[config.mk]
export PLATFORM = sky130hd
export DESIGN_NAME = pipelined_ripple_adder
export DESIGN_NICKNAME = d
export VERILOG_FILES = /design/src/rtl/pipelined_ripple_adder_stage.sv /design/src/rtl/pipelined_ripple_adder.sv
export SDC_FILE = /design/constraint.sdc
export NUM_CORES = 1
export LEC_CHECK = 0
export CORE_MARGIN = 10
export CORE_UTILIZATION = 47
export CTS_CLUSTER_DIAMETER = 100
export CTS_CLUSTER_SIZE = 30
export DETAILED_ROUTE_END_ITERATION = 8
export PLACE_DENSITY = 0.8
export SKIP_LAST_GASP = 1
export SLEW_MARGIN = 20
export SYNTH_ARGS = -nofsm -noshare
export SYNTH_HDL_FRONTEND = slang
export SYNTH_SLANG_ARGS = --single-unit
[constraint.sdc]
create_clock -name clk -period 2.8 [get_ports clk]
set_input_delay 0.7 -clock clk [delete_from_list [all_inputs] [get_ports clk]]
set_output_delay 0.7 -clock clk [all_outputs]
set_load 0.02 [all_outputs]
[src/rtl/pipelined_ripple_adder_stage.sv]
// adder_stage: combinational CHUNK-bit ripple chain of full adders.
// Reports the carry into the MSB so the last pipeline stage can form
// the signed-overflow flag without re-deriving it.
module adder_stage #(
  parameter int CHUNK = 4
) (
  input  logic [CHUNK-1:0] a,
  input  logic [CHUNK-1:0] b,
  input  logic             ci,
  output logic [CHUNK-1:0] s,
  output logic             co,
  output logic             cmsb
);

  logic [CHUNK:0] c;

  // Bit-serial full-adder chain, carry rippling LSB to MSB
  always_comb begin
    c    = '0;
    s    = '0;
    c[0] = ci;
    for (int i = 0; i < CHUNK; i++) begin
      s[i]   = a[i] ^ b[i] ^ c[i];
      c[i+1] = (a[i] & b[i]) | (a[i] & c[i]) | (b[i] & c[i]);
    end
  end

  assign co   = c[CHUNK];
  assign cmsb = c[CHUNK-1];

endmodule

[src/rtl/pipelined_ripple_adder.sv]
// pipelined_ripple_adder: WIDTH-bit add/subtract split into STAGES
// registered ripple segments with a stall-all valid/ready handshake.
// Stage k resolves bits [k*CHUNK +: CHUNK]; operands and finished sum
// bits travel alongside so each beat is self-contained in the pipe.
module pipelined_ripple_adder #(
  parameter int WIDTH  = 8,
  parameter int STAGES = 2
) (
  input  logic             clk,
  input  logic             rst,
  input  logic             in_valid,
  output logic             in_ready,
  input  logic [WIDTH-1:0] in1,
  input  logic [WIDTH-1:0] in2,
  input  logic             cin,
  input  logic             sub,
  output logic             out_valid,
  input  logic             out_ready,
  output logic [WIDTH-1:0] sum,
  output logic             cout,
  output logic             ovf
);

  localparam int CHUNK = WIDTH / STAGES;

  if (WIDTH % STAGES != 0) begin : g_bad_cfg
    $error("pipelined_ripple_adder: WIDTH must be a multiple of STAGES");
  end

  // Pipeline state; index k is the register written by stage k
  logic [STAGES:1]                 vld_pipe;
  logic [STAGES-1:0][WIDTH-1:0]    a_r, b_r, s_r;
  logic [STAGES-1:0]               c_r;
  logic                            ovf_r;

  // Stage inputs (from the ports for stage 0, else from the previous register)
  logic [STAGES-1:0][WIDTH-1:0]    a_in, b_in, s_in, s_nxt;
  logic [STAGES-1:0]               c_in, co, cmsb;
  logic [STAGES-1:0][CHUNK-1:0]    cs;

  logic adv;
  assign adv      = !out_valid | out_ready;
  assign in_ready = adv;

  // Subtraction folds into addition: A + ~B + ~cin == A - B - cin
  assign a_in[0] = in1;
  assign b_in[0] = sub ? ~in2 : in2;
  assign s_in[0] = '0;
  assign c_in[0] = sub ? ~cin : cin;

  for (genvar k = 0; k < STAGES; k++) begin : g_stage
    if (k > 0) begin : g_fwd
      assign a_in[k] = a_r[k-1];
      assign b_in[k] = b_r[k-1];
      assign s_in[k] = s_r[k-1];
      assign c_in[k] = c_r[k-1];
    end

    adder_stage #(.CHUNK(CHUNK)) u_stage (
      .a    (a_in[k][k*CHUNK +: CHUNK]),
      .b    (b_in[k][k*CHUNK +: CHUNK]),
      .ci   (c_in[k]),
      .s    (cs[k]),
      .co   (co[k]),
      .cmsb (cmsb[k])
    );
  end

  // Merge each stage's chunk into the forwarded partial sum
  always_comb begin
    s_nxt = s_in;
    for (int k = 0; k < STAGES; k++) begin
      s_nxt[k][k*CHUNK +: CHUNK] = cs[k];
    end
  end

  // Whole pipe advances together or holds together (no bubble collapse)
  always_ff @(posedge clk or posedge rst) begin
    if (rst) begin
      vld_pipe <= '0;
      a_r      <= '0;
      b_r      <= '0;
      s_r      <= '0;
      c_r      <= '0;
      ovf_r    <= 1'b0;
    end else if (adv) begin
      vld_pipe[1] <= in_valid;
      for (int k = 2; k <= STAGES; k++) begin
        vld_pipe[k] <= vld_pipe[k-1];
      end
      a_r   <= a_in;
      b_r   <= b_in;
      s_r   <= s_nxt;
      c_r   <= co;
      ovf_r <= cmsb[STAGES-1] ^ co[STAGES-1];
    end
  end

  // Operand copies leaving the last stage are fully consumed
  logic unused_operands;
  assign unused_operands = ^{a_r[STAGES-1], b_r[STAGES-1]};

  assign out_valid = vld_pipe[STAGES];
  assign sum       = s_r[STAGES-1];
  assign cout      = c_r[STAGES-1];
  assign ovf       = ovf_r;

endmodule

Word-level counts from Yosys, hierarchy flattened. Cells that the tools add are included.

Mux-type cells: 2. Bitwise gates (word level): 60. Reductions and logical operators: 1.

Operator list (count): $and A1 B1 Y1 (24); $or A1 B1 Y1 (17); $xor A1 B1 Y1 (17); $mux W8 (1); $not A8 Y8 (1); $logic_not A1 Y1 (1); $mux W1 (1); $not A1 Y1 (1).

Flip-flop bits (word level): 33. Bits of input ports: 22. Output and inout bits: 12. Logic and storage cells: 70.

Depth between registers and ports, before layout. Gate-level depths: netlist of run 1.

Word-level depth: 14. Gate-level depth with buffers: 9. Depth with buffers taken out: 9.

Hierarchy. A second synthesis of run 1 with hierarchy kept.

Cells, all modules: 94. Area, all modules: 1361.3 µm².

By module, submodules not included: pipelined_ripple_adder (times used 1, cells an instance 66, area an instance 1126.1 µm², seq. area each 625.6 µm²); adder_stage (times used 2, cells an instance 14, area an instance 117.6 µm², seq. area each 0.0 µm²).

Least setup slack after synthesis of run 1. OpenSTA, ideal clock, no wires.

Kind: input-to-reg. Start point: input sub. End point: register s_r, in the netlist s_in[11]. Library setup time: 0.125 ns. Arrival time: 2.748 ns. Required time: 2.675 ns. Slack: -0.072 ns. Stages: 9. Buffers on the path: 1. Cell sequence: buf_2 xor2_1 fa_1 fa_1 inv_1 fa_1 inv_1 fa_1 mux2_2.

RTL lines: from (decl) (RTL line pipelined_ripple_adder.sv:16) `input logic sub,`; to (signal assigned) (RTL line pipelined_ripple_adder.sv:93) `s_r <= s_nxt;`; to (decl) (RTL line pipelined_ripple_adder.sv:32) `logic [STAGES-1:0][WIDTH-1:0] a_r, b_r, s_r;`.

==> results.md, run 1 <==
* Status: finished clean
* Dpl hpwl at 2056 um
* Number of synthesized register bits at 25
* P&R area growth vs syn at 30.80%
* Tightest Pin Transition at 364.8 ps
* Synth top area cells: dfrtp_1 48%, mux2_4 14%, fa_1 12%
* Clock Latency Late Sink at 330 ps
* Overall power at 0.001225 W
* Final worst-path cycle share at 98.96%
* Design area at 0.001700 sq mm
* CP Capture Type: register
* Setup CP Type: primary input to register
* # diodes at 0
* Area of the multi-input gates at 598.1 sq um
* TritonRoute pass-1 iters at 4
* # setup viols final at 0
* TritonCTS Sinks at 25
* Remaining routing DRC violations at 0
* Placed Cells at 153
* FF-to-FF Start: a_in[12]
* Critical path arrival at 3000 ps
* Die Area at 0.005269 sq mm
* Peak supply drop at 0.4565 mV
* # IOs at 34
* Register area share after synthesis at 48.12%
* Slew Viols, Final at 0
* Synth cell types at 15
* Die W at 72.59 um
* Antenna violations before repair at 0
* CTS tree: done
* Layout Skew at 7.873 ps
* Fmax at 0.3609 GHz
* Top cell type's share of synthesized area at 48.12%
* Rel. slew slack at 75.68%
* Most common cell after layout, fill and taps aside: clkdlybuf4s50_1
* Worst Path Required at 3030 ps
* Most frequent cells in the layout: 31 x clkdlybuf4s50_1, 25 x dfrtp_1, 12 x mux2_4, 11 x inv_1
* Synthesized area at 0.001300 sq mm
* Final GP Congestion at 0.7247
* Worst hold start: vld_pipe[1]
* Leakage Power at 0.7865 nW
* Register area at 625.6 sq um
* Core box area at 0.002710 sq mm
* Largest net degree at the start of global routing at 26
* Reg2reg path depth at 9
* R2R setup slack at 470 ps
* Reg2reg end: ovf
* DRT iter0 DRCs at 25
* Post-CTS Setup Inserts at 0
* First-pass GRT wire length at 4160 um
* Post-Syn Nets at 118
* Fin cells at 157
* IO Port Bufs at 33
* GRT overflow at 0
* Pwr per Cell Area at 720.5 mW/mm^2
* DR WL/cell at 16.75 um
* Global-route total usage across every layer at 9.949%
* Startpoint Class: primary input
* Final hold viol count at 0
* Clock slew at reported path FFs at 140 ps
* Initial core utilization at 47.97%
* Mean cell area of the mapped netlist at 14.77 sq um
* Via density at 4.987
* CTS H-tree lvls at 1
* Fillcell total at 223
* Yosys warns at 0
* Post-DRT Antenna Nets at 0
* Post-synthesis cell count at 88
* Period minus WS final at 2771 ps
* Layout cell share with drive strength beyond 1 at 24.60%
* Clk Tree Root Cell: clkbuf_4
* Nets@finish at 157
* Num CTS Buffers at 3
* Hold Path Stages at 1
* DRT Wirelength at 2630 um
* Vias in the first global route at 913
* Cell taking the most area after synthesis: dfrtp_1
* Hold worst-path end: vld_pipe[2]
* Vias at 783
* Hold Path Class: register to register
* Bufs on Longest Clock Path at 2
* Core Rows at 19
* Die H at 72.59 um
* Crit-path max FO at 1
* DP Area at 0.001662 sq mm
* Hold-fix buffers, CTS at 0
* Max Cap Viol at 0
-- worst max path at each step --
stage	start	endpoint	slack, ps	cells past startpoint
4_1_cts	in2[0]	s_in[11]	20	9
5_1_grt	cin	s_in[11]	-40	9
3_3_place_gp	sub	s_in[11]	-390	9
2_1_floorplan	sub	s_in[11]	5	9
6_report	cin	s_in[11]	30	9
3_5_place_dp	sub	s_in[11]	-480	9
-- critical path, stage by stage --
cell,delay [ps]
clkdlybuf4s50_1,420
xor2_1,190
fa_2,360
fa_2,330
inv_1,70
fa_1,160
inv_1,50
fa_1,440
mux2_2,280
-- kinds of logic (layout without fill, tap and decap cells) --
logic type                 count (synthesis)  in the layout  share of synthesized area [%]
and+or+nand+nor                            6              6                          3.850
adders and majority gates                  8              8                          12.32
muxes                                     20             20                          20.60
xor gates and xnor gates                  10             10                          6.737
buffers and inverters                     15             53                          6.833
AOI/OAI and AO/OA                          4              4                          1.540
DFF                                       25             25                          48.12
-- flip-flops by register name, summed over array words and instances (netlist names) --
name,cells
c_r,2
sum,8
a_in,4
b_in,4
ovf,1
vld_pipe,2
s_in,4
-- area by class of cell --
class	count	area share [%]
clock buffer	3	1.325
timing repair buffer	38	21.71
inverter	11	2.428
tap	31	2.281
clock inverter	1	0.2943
sequential	25	36.79
multi-input combinational	48	35.17
-- Yosys cell counts, drive strengths merged --
cell and number:
dfrtp 25, mux2 18, inv 11, fa 8
xor2 6, a21oi 4, buf 4, nor3b 4
xnor2 4, mux2i 2, nand2b 2
-- per-layer routing --
| metal | global-route usage [%] | vias to the layer above | wire [um] |
|---|---|---|---|
| li1 | - | 356 | - |
| met1 | 11.14 | 398 | 1047 |
| met2 | 16.96 | 24 | 1393 |
| met3 | 2.993 | 5 | 146 |
| met4 | 4.430 | 0 | 43 |
| met5 | 0 | - | 0 |
-- per-stage QoR --
stage	util [%]	setup WS (ps)	hold WS, ps	TNS [ps]
after floorplan	-	4.814	434.9	0
final	62.74	29.00	492.0	0
after global placement	61.31	-392.7	459.8	-744.4
after global routing	62.74	-39.89	535.4	-39.89
after detailed placement	61.31	-477.4	459.9	-974.1
after CTS	62.28	20.66	492.2	0
-- power breakdown --
part           switching, W  internal, W  leakage [nW]  total (W)
clock              0.000112    0.0000536        0.0177   0.000166
sequential        0.0000638     0.000467         0.289   0.000531
combinational      0.000233     0.000296         0.480   0.000528
-- timing repair --
action                     4_1_cts  5_1_grt
gates resized for setup          1        3
setup endpoints to repair        2        1
pin swaps                        0        1
hold endpoints to repair         0        0
Note: power is estimated with default switching activity, not from simulation.
==> run 2: changes to the inputs <==
--- a/config.mk
+++ b/config.mk
@@ -7,6 +7,7 @@
 export LEC_CHECK = 0
 export CORE_MARGIN = 10
 export CORE_UTILIZATION = 47
+export CTS_BUF_LIST = sky130_fd_sc_hd__clkbuf_16
 export CTS_CLUSTER_DIAMETER = 100
 export CTS_CLUSTER_SIZE = 30
 export DETAILED_ROUTE_END_ITERATION = 8
==> results.md, run 2 (same netlist as run 1, synthesis figures left out) <==
* Final GP Congestion at 0.7247 (unchanged)
* Hold Path Class: register to register (unchanged)
* Final worst-path cycle share at 96.55% (was 98.96%)
* Startpoint Class: primary input (unchanged)
* Critical path arrival at 2850 ps (was 3000 ps)
* Die H at 72.59 um (unchanged)
* RSZ-0062 raised after global routing: no
* CTS tree: done (unchanged)
* CP Capture Type: register (unchanged)
* Nets@finish at 157 (unchanged)
* DRT Wirelength at 2640 um (was 2630 um)
* Layout Skew at 3.613 ps (was 7.873 ps)
* First-pass GRT wire length at 4450 um (was 4160 um)
* TritonCTS Sinks at 25 (unchanged)
* Largest register FFs at 8 (unchanged)
* Antenna violations before repair at 0 (unchanged)
* Pwr per Cell Area at 781.3 mW/mm^2 (was 720.5 mW/mm^2)
* Clock Latency Late Sink at 250 ps (was 330 ps)
* Comb power frac at 38.4% (was 43.1%)
* Layout cell share with drive strength beyond 1 at 26.19% (was 24.60%)
* Fin cells at 157 (unchanged)
* Core box area at 0.002710 sq mm (unchanged)
* Power Internal at 0.0009549 W (was 0.0008167 W)
* Global-route total usage across every layer at 10.66% (was 9.949%)
* Slowest cell on crit path: fa_1 (unchanged)
* P&R area growth vs syn at 34.74% (was 30.80%)
* Vias at 787 (was 783)
* GRT overflow at 0 (unchanged)
* Post-layout util at 64.64% (was 62.74%)
* Via density at 5.013 (was 4.987)
* Final hold viol count at 0 (unchanged)
* Slew Viols, Final at 0 (unchanged)
* DRT iter0 DRCs at 21 (was 25)
* Post-CTS Setup Inserts at 0 (unchanged)
* Remaining routing DRC violations at 0 (unchanged)
* Vias in the first global route at 927 (was 913)
* Switch share at 30.23% (was 33.34%)
* # IOs at 34 (unchanged)
* CTS H-tree lvls at 1 (unchanged)
* Fillcell total at 211 (was 223)
* Worst path max stage delay at 420 ps (was 440 ps)
* Top delay family on crit path: adder cells (unchanged)
* Initial core utilization at 47.97% (unchanged)
* Leakage Power at 0.8034 nW (was 0.7865 nW)
* Clk Tree Root Cell: clkbuf_16 (was clkbuf_4)
* Peak supply drop at 0.4774 mV (was 0.4565 mV)
* Max Cap Viol at 0 (unchanged)
* Period minus WS final at 2703 ps (was 2771 ps)
* # setup viols final at 0 (unchanged)
* Hold Path Stages at 1 (unchanged)
* Post-DRT Antenna Nets at 0 (unchanged)
* Cell breakdown of the critical path: dlygate4sd2_1 > xor2_2 > fa_2 > fa_2 > inv_1 > fa_1 > inv_1 > fa_1 > mux2_2 (was clkdlybuf4s50_1 > xor2_1 > fa_2 > fa_2 > inv_1 > fa_1 > inv_1 > fa_1 > mux2_2)
* Setup CP Type: primary input to register (unchanged)
* Rel. slew slack at 74.93% (was 75.68%)
* WP depth at 9 (unchanged)
* Largest net degree at the start of global routing at 26 (unchanged)
* Most frequent cells in the layout: 30 x clkdlybuf4s50_1, 25 x dfrtp_1, 12 x mux2_4, 11 x inv_1 (was 31 x clkdlybuf4s50_1, 25 x dfrtp_1, 12 x mux2_4, 11 x inv_1)
* Reg2reg path depth at 9 (unchanged)
* Placed Cells at 153 (unchanged)
* Core Rows at 19 (unchanged)
* Worst Path Required at 2940 ps (was 3030 ps)
* Dpl hpwl at 2056 um (unchanged)
* Fmax at 0.3699 GHz (was 0.3609 GHz)
* Status: finished clean (unchanged)
* Clock slew at reported path FFs at 60 ps (was 140 ps)
* Crit-path max FO at 1 (unchanged)
* WP buf/inv at 3 (unchanged)
* P_sw at 0.0004138 W (was 0.0004084 W)
* Die Area at 0.005269 sq mm (unchanged)
* Clock power frac at 22.4% (was 13.5%)
* Num CTS Buffers at 3 (unchanged)
* Most common cell after layout, fill and taps aside: clkdlybuf4s50_1 (unchanged)
* DR WL/cell at 16.82 um (was 16.75 um)
* # diodes at 0 (unchanged)
* IO Port Bufs at 33 (unchanged)
* Tightest Pin Transition at 376.0 ps (was 364.8 ps)
* Bufs on Longest Clock Path at 2 (unchanged)
* Die W at 72.59 um (unchanged)
* Sequential share of power at 39.1% (was 43.4%)
* TritonRoute pass-1 iters at 2 (was 4)
* Hold-fix buffers, CTS at 0 (unchanged)
[run 2: cell count changes in the layout (fill, tap and decap cells not counted)]
cell             change
clkbuf_2             +1
clkbuf_16            +3
clkbuf_4             -3
clkdlybuf4s50_1      -1
dlygate4sd2_1        +1
xor2_1               -1
xor2_2               +1
dlymetal6s2s_1       -1
[run 2: stage by stage]
stage / total power [W] / area [sq um] / TNS, ps / setup WS, ps / hold WS [ps]
2_1_floorplan: 0.0008411 / 1305 / 0 / 4.814 / 434.9
3_3_place_gp: 0.001044 / 1662 / -744.4 / -392.7 / 459.8
3_5_place_dp: 0.001071 / 1662 / -974.1 / -477.4 / 459.9
4_1_cts: 0.001386 / 1755 / 0 / 19.00 / 479.8
5_1_grt: 0.001444 / 1752 / 0 / 23.04 / 529.4
6_report: 0.001369 / 1752 / 0 / 96.53 / 479.0
[run 2: power groups by stage]
| stage | combinational [W] | clock, W | sequential [W] |
|---|---|---|---|
| 2_1_floorplan | 0.000232 | 0 | 0.000609 |
| 3_3_place_gp | 0.000511 | 0 | 0.000532 |
| 3_5_place_dp | 0.000532 | 0 | 0.000539 |
| 4_1_cts | 0.000535 | 0.000316 | 0.000535 |
| 5_1_grt | 0.000570 | 0.000326 | 0.000548 |
| 6_report | 0.000526 | 0.000307 | 0.000535 |
[run 2: worst register-to-register path: stages, from the launching register on]
cell	delay, ps
dfrtp_1	360
inv_1	70
fa_1	410
inv_1	80
fa_1	180
fa_1	240
inv_1	80
fa_1	400
xnor2_1	140
mux2_2	260
[run 2: final timing paths]
| kind | start | endpoint | slack, ps |
|---|---|---|---|
| max | cin | s_in[11] | 100 |
| min | vld_pipe[1] | vld_pipe[2] | 480 |
| max reg2reg | a_in[12] | ovf | 470 |
| min reg2reg | vld_pipe[1] | vld_pipe[2] | 480 |
| max in group asynchronous | rst | vld_pipe[2] | 1770 |
| min in group asynchronous | rst | sum[1] | 790 |
[run 2: final cells by class]
type | instances | area [sq um] | share of cell area (%)
tap | 31 | 38.79 | 2.214
sequential | 25 | 625.6 | 35.71
clock inverter | 1 | 5.005 | 0.2857
inverter | 11 | 41.29 | 2.357
multi-input combinational | 48 | 605.6 | 34.57
clock buffer | 3 | 75.07 | 4.286
timing repair buffer | 38 | 360.3 | 20.57
[run 2: repair_timing]
action / CTS / global route
endpoints found under the setup margin: 2 / 1
pin swaps: 1 / 0
resized for setup: 6 / 2
[run 2: metal layers]
layer | track usage, % | vias up | routed length (um)
met4 | 4.852 | 0 | 44
met1 | 12.14 | 404 | 1105
met5 | 0 | - | 0
met3 | 3.265 | 6 | 137
met2 | 17.82 | 23 | 1354
li1 | - | 354 | -
==> run 3: changes to the inputs <==
--- a/config.mk
+++ b/config.mk
@@ -5,13 +5,15 @@
 export SDC_FILE = /design/constraint.sdc
 export NUM_CORES = 1
 export LEC_CHECK = 0
+export CELL_PAD_IN_SITES_DETAIL_PLACEMENT = 1
+export CELL_PAD_IN_SITES_GLOBAL_PLACEMENT = 1
 export CORE_MARGIN = 10
-export CORE_UTILIZATION = 47
+export CORE_UTILIZATION = 38
 export CTS_BUF_LIST = sky130_fd_sc_hd__clkbuf_16
 export CTS_CLUSTER_DIAMETER = 100
 export CTS_CLUSTER_SIZE = 30
 export DETAILED_ROUTE_END_ITERATION = 8
-export PLACE_DENSITY = 0.8
+export PLACE_DENSITY = 0.79
 export SKIP_LAST_GASP = 1
 export SLEW_MARGIN = 20
 export SYNTH_ARGS = -nofsm -noshare
==> results.md, run 3 (same netlist as run 1, synthesis figures left out) <==
* Core box area at 0.003311 sq mm (was 0.002710 sq mm)
* Final hold viol count at 0 (unchanged)
* Most frequent cells in the layout: 30 x clkdlybuf4s50_1, 25 x dfrtp_1, 12 x mux2_4, 10 x inv_1 (was 30 x clkdlybuf4s50_1, 25 x dfrtp_1, 12 x mux2_4, 11 x inv_1)
* DRT Wirelength at 2698 um (was 2640 um)
* Worst path max stage delay at 420 ps (about the same)
* Reg2reg end: ovf (unchanged)
* Most common cell after layout, fill and taps aside: clkdlybuf4s50_1 (unchanged)
* R2R setup slack at 480 ps (was 470 ps)
* Largest net degree at the start of global routing at 26 (unchanged)
* Period minus WS final at 2719 ps (was 2703 ps)
* Nets@finish at 157 (unchanged)
* Tightest Pin Transition at 378.1 ps (was 376.0 ps)
* Clock slew at reported path FFs at 60 ps (about the same)
* Die W at 78.49 um (was 72.59 um)
* Final worst-path cycle share at 97.11% (was 96.55%)
* Final GP Congestion at 0.7162 (was 0.7247)
* # IOs at 34 (unchanged)
* DRT iter0 DRCs at 35 (was 21)
* Peak supply drop at 0.2380 mV (was 0.4774 mV)
* Crit path to: s_in[11] (unchanged)
* Worst Path Required at 2940 ps (about the same)
* Critical path arrival at 2860 ps (was 2850 ps)
* # diodes at 0 (unchanged)
* Status: finished clean (unchanged)
* Bufs on Longest Clock Path at 2 (unchanged)
* Antenna violations before repair at 0 (unchanged)
* GRT overflow at 0 (unchanged)
* Setup TNS at 0 ps (unchanged)
* GR peak layer: met2 (unchanged)
* CTS tree: done (unchanged)
* Clk Tree Root Cell: clkbuf_16 (unchanged)
* TritonCTS Sinks at 25 (unchanged)
* Vias at 778 (was 787)
* RSZ-0062 raised after global routing: no (unchanged)
* FF-to-FF Start: a_in[12] (unchanged)
* Reg2reg path depth at 9 (unchanged)
* Largest register FFs at 8 (unchanged)
* Remaining routing DRC violations at 0 (unchanged)
* Clock Latency Late Sink at 260 ps (was 250 ps)
* First-pass GRT wire length at 4636 um (was 4450 um)
* IO Port Bufs at 33 (unchanged)
* Crit-path max FO at 1 (unchanged)
* Startpoint Class: primary input (unchanged)
* Hold Path Class: register to register (unchanged)
* Core Rows at 21 (was 19)
* Crit path from: in2[0] (was cin)
* Via density at 4.523 (was 5.013)
* Die H at 78.49 um (was 72.59 um)
* Placed Cells at 168 (was 153)
* # setup viols final at 0 (unchanged)
* Fmax at 0.3678 GHz (was 0.3699 GHz)
* Pwr per Cell Area at 775.2 mW/mm^2 (was 781.3 mW/mm^2)
* Die Area at 0.006161 sq mm (was 0.005269 sq mm)
* Layout Skew at 7.235 ps (was 3.613 ps)
* Cell breakdown of the critical path: dlygate4sd2_1 > xor2_2 > fa_2 > fa_2 > inv_2 > fa_1 > inv_1 > fa_1 > mux2_2 (was dlygate4sd2_1 > xor2_2 > fa_2 > fa_2 > inv_1 > fa_1 > inv_1 > fa_1 > mux2_2)
* WP depth at 9 (unchanged)
* Met1 Track Usage GR at 10.28% (was 12.14%)
* Max Cap Viol at 0 (unchanged)
* Slowest cell on crit path: fa_1 (unchanged)
* Fin Hold WS at 478.6 ps (was 479.0 ps)
* Hold-fix buffers, CTS at 0 (unchanged)
* Global-route total usage across every layer at 9.363% (was 10.66%)
* Rel. slew slack at 74.79% (was 74.93%)
* CTS H-tree lvls at 1 (unchanged)
* Setup CP Type: primary input to register (unchanged)
* Post-DRT Antenna Nets at 0 (unchanged)
* TritonRoute pass-1 iters at 3 (was 2)
* WP buf/inv at 3 (unchanged)
* Top delay family on crit path: adder cells (unchanged)
* Leakage Power at 0.8010 nW (was 0.8034 nW)
* P&R area growth vs syn at 35.61% (was 34.74%)
* Fin cells at 172 (was 157)
* Overall power at 0.001367 W (was 0.001369 W)
* Met2 usage in global routing at 16.61% (was 17.82%)
* Num CTS Buffers at 3 (unchanged)
* Dpl hpwl at 2134 um (was 2056 um)
* Layout cell share with drive strength beyond 1 at 26.19% (unchanged)
* Slew Viols, Final at 0 (unchanged)
* Vias in the first global route at 944 (was 927)
* DR WL/cell at 15.69 um (was 16.82 um)
* Initial core utilization at 39.27% (was 47.97%)
* CP Capture Type: register (unchanged)
* Met3 usage at 2.278% (was 3.265%)
==> run 3: cell counts in the layout (fill, tap and decap cells not counted) <==
Identical to the previous run, type by type.
==> run 3: layer usage <==
layer,up-vias,part of all wire (%)
met3,5,4.6
li1,354,-
met5,-,0
met2,23,52
met4,0,1.7
met1,396,41
==> run 3: area by class of cell <==
| class | count | area [sq um] |
|---|---|---|
| Sequential cell | 25 | 625.6 |
| Clock inverter | 1 | 5.005 |
| Timing Repair Buffer | 38 | 360.3 |
| Clock buffer | 3 | 75.07 |
| Fill cell | 359 | 1548 |
| Multi-Input combinational cell | 48 | 598.1 |
| Tap cell | 46 | 57.56 |
| Inverter | 11 | 41.29 |
==> run 3: power breakdown <==
part           leakage [nW]  internal, W  switching [W]  total (W)
Clock                0.0409     0.000192       0.000121   0.000314
Sequential            0.289     0.000469      0.0000635   0.000533
Combinational         0.472     0.000293       0.000228   0.000520
Total                 0.801     0.000954       0.000412    0.00137
==> run 3: repair_timing <==
item                       in CTS  in global routing
setup endpoints to repair       2                  2
setup buffers                   0                  0
pin swaps                       2                  0
resized for setup               7                  1
==> run 3: stage by stage <==
stage          setup WS [ps]  cell area, sq um  utilization [%]
2_1_floorplan          4.814              1305                -
3_3_place_gp          -383.1              1680            50.76
3_5_place_dp          -432.9              1680            50.76
4_1_cts                5.649              1768            53.40
5_1_grt                17.74              1763            53.25
6_report               80.86              1763            53.25
==> run 3: how the worst min path moves through the flow <==
stage	slack, ps	cells past startpoint	end	start
after floorplan	430	1	vld_pipe[2]	vld_pipe[1]
after global placement	450	1	vld_pipe[2]	vld_pipe[1]
after detailed placement	460	1	vld_pipe[2]	vld_pipe[1]
after CTS	480	1	vld_pipe[2]	vld_pipe[1]
after global routing	500	1	vld_pipe[2]	vld_pipe[1]
final	480	1	vld_pipe[2]	vld_pipe[1]
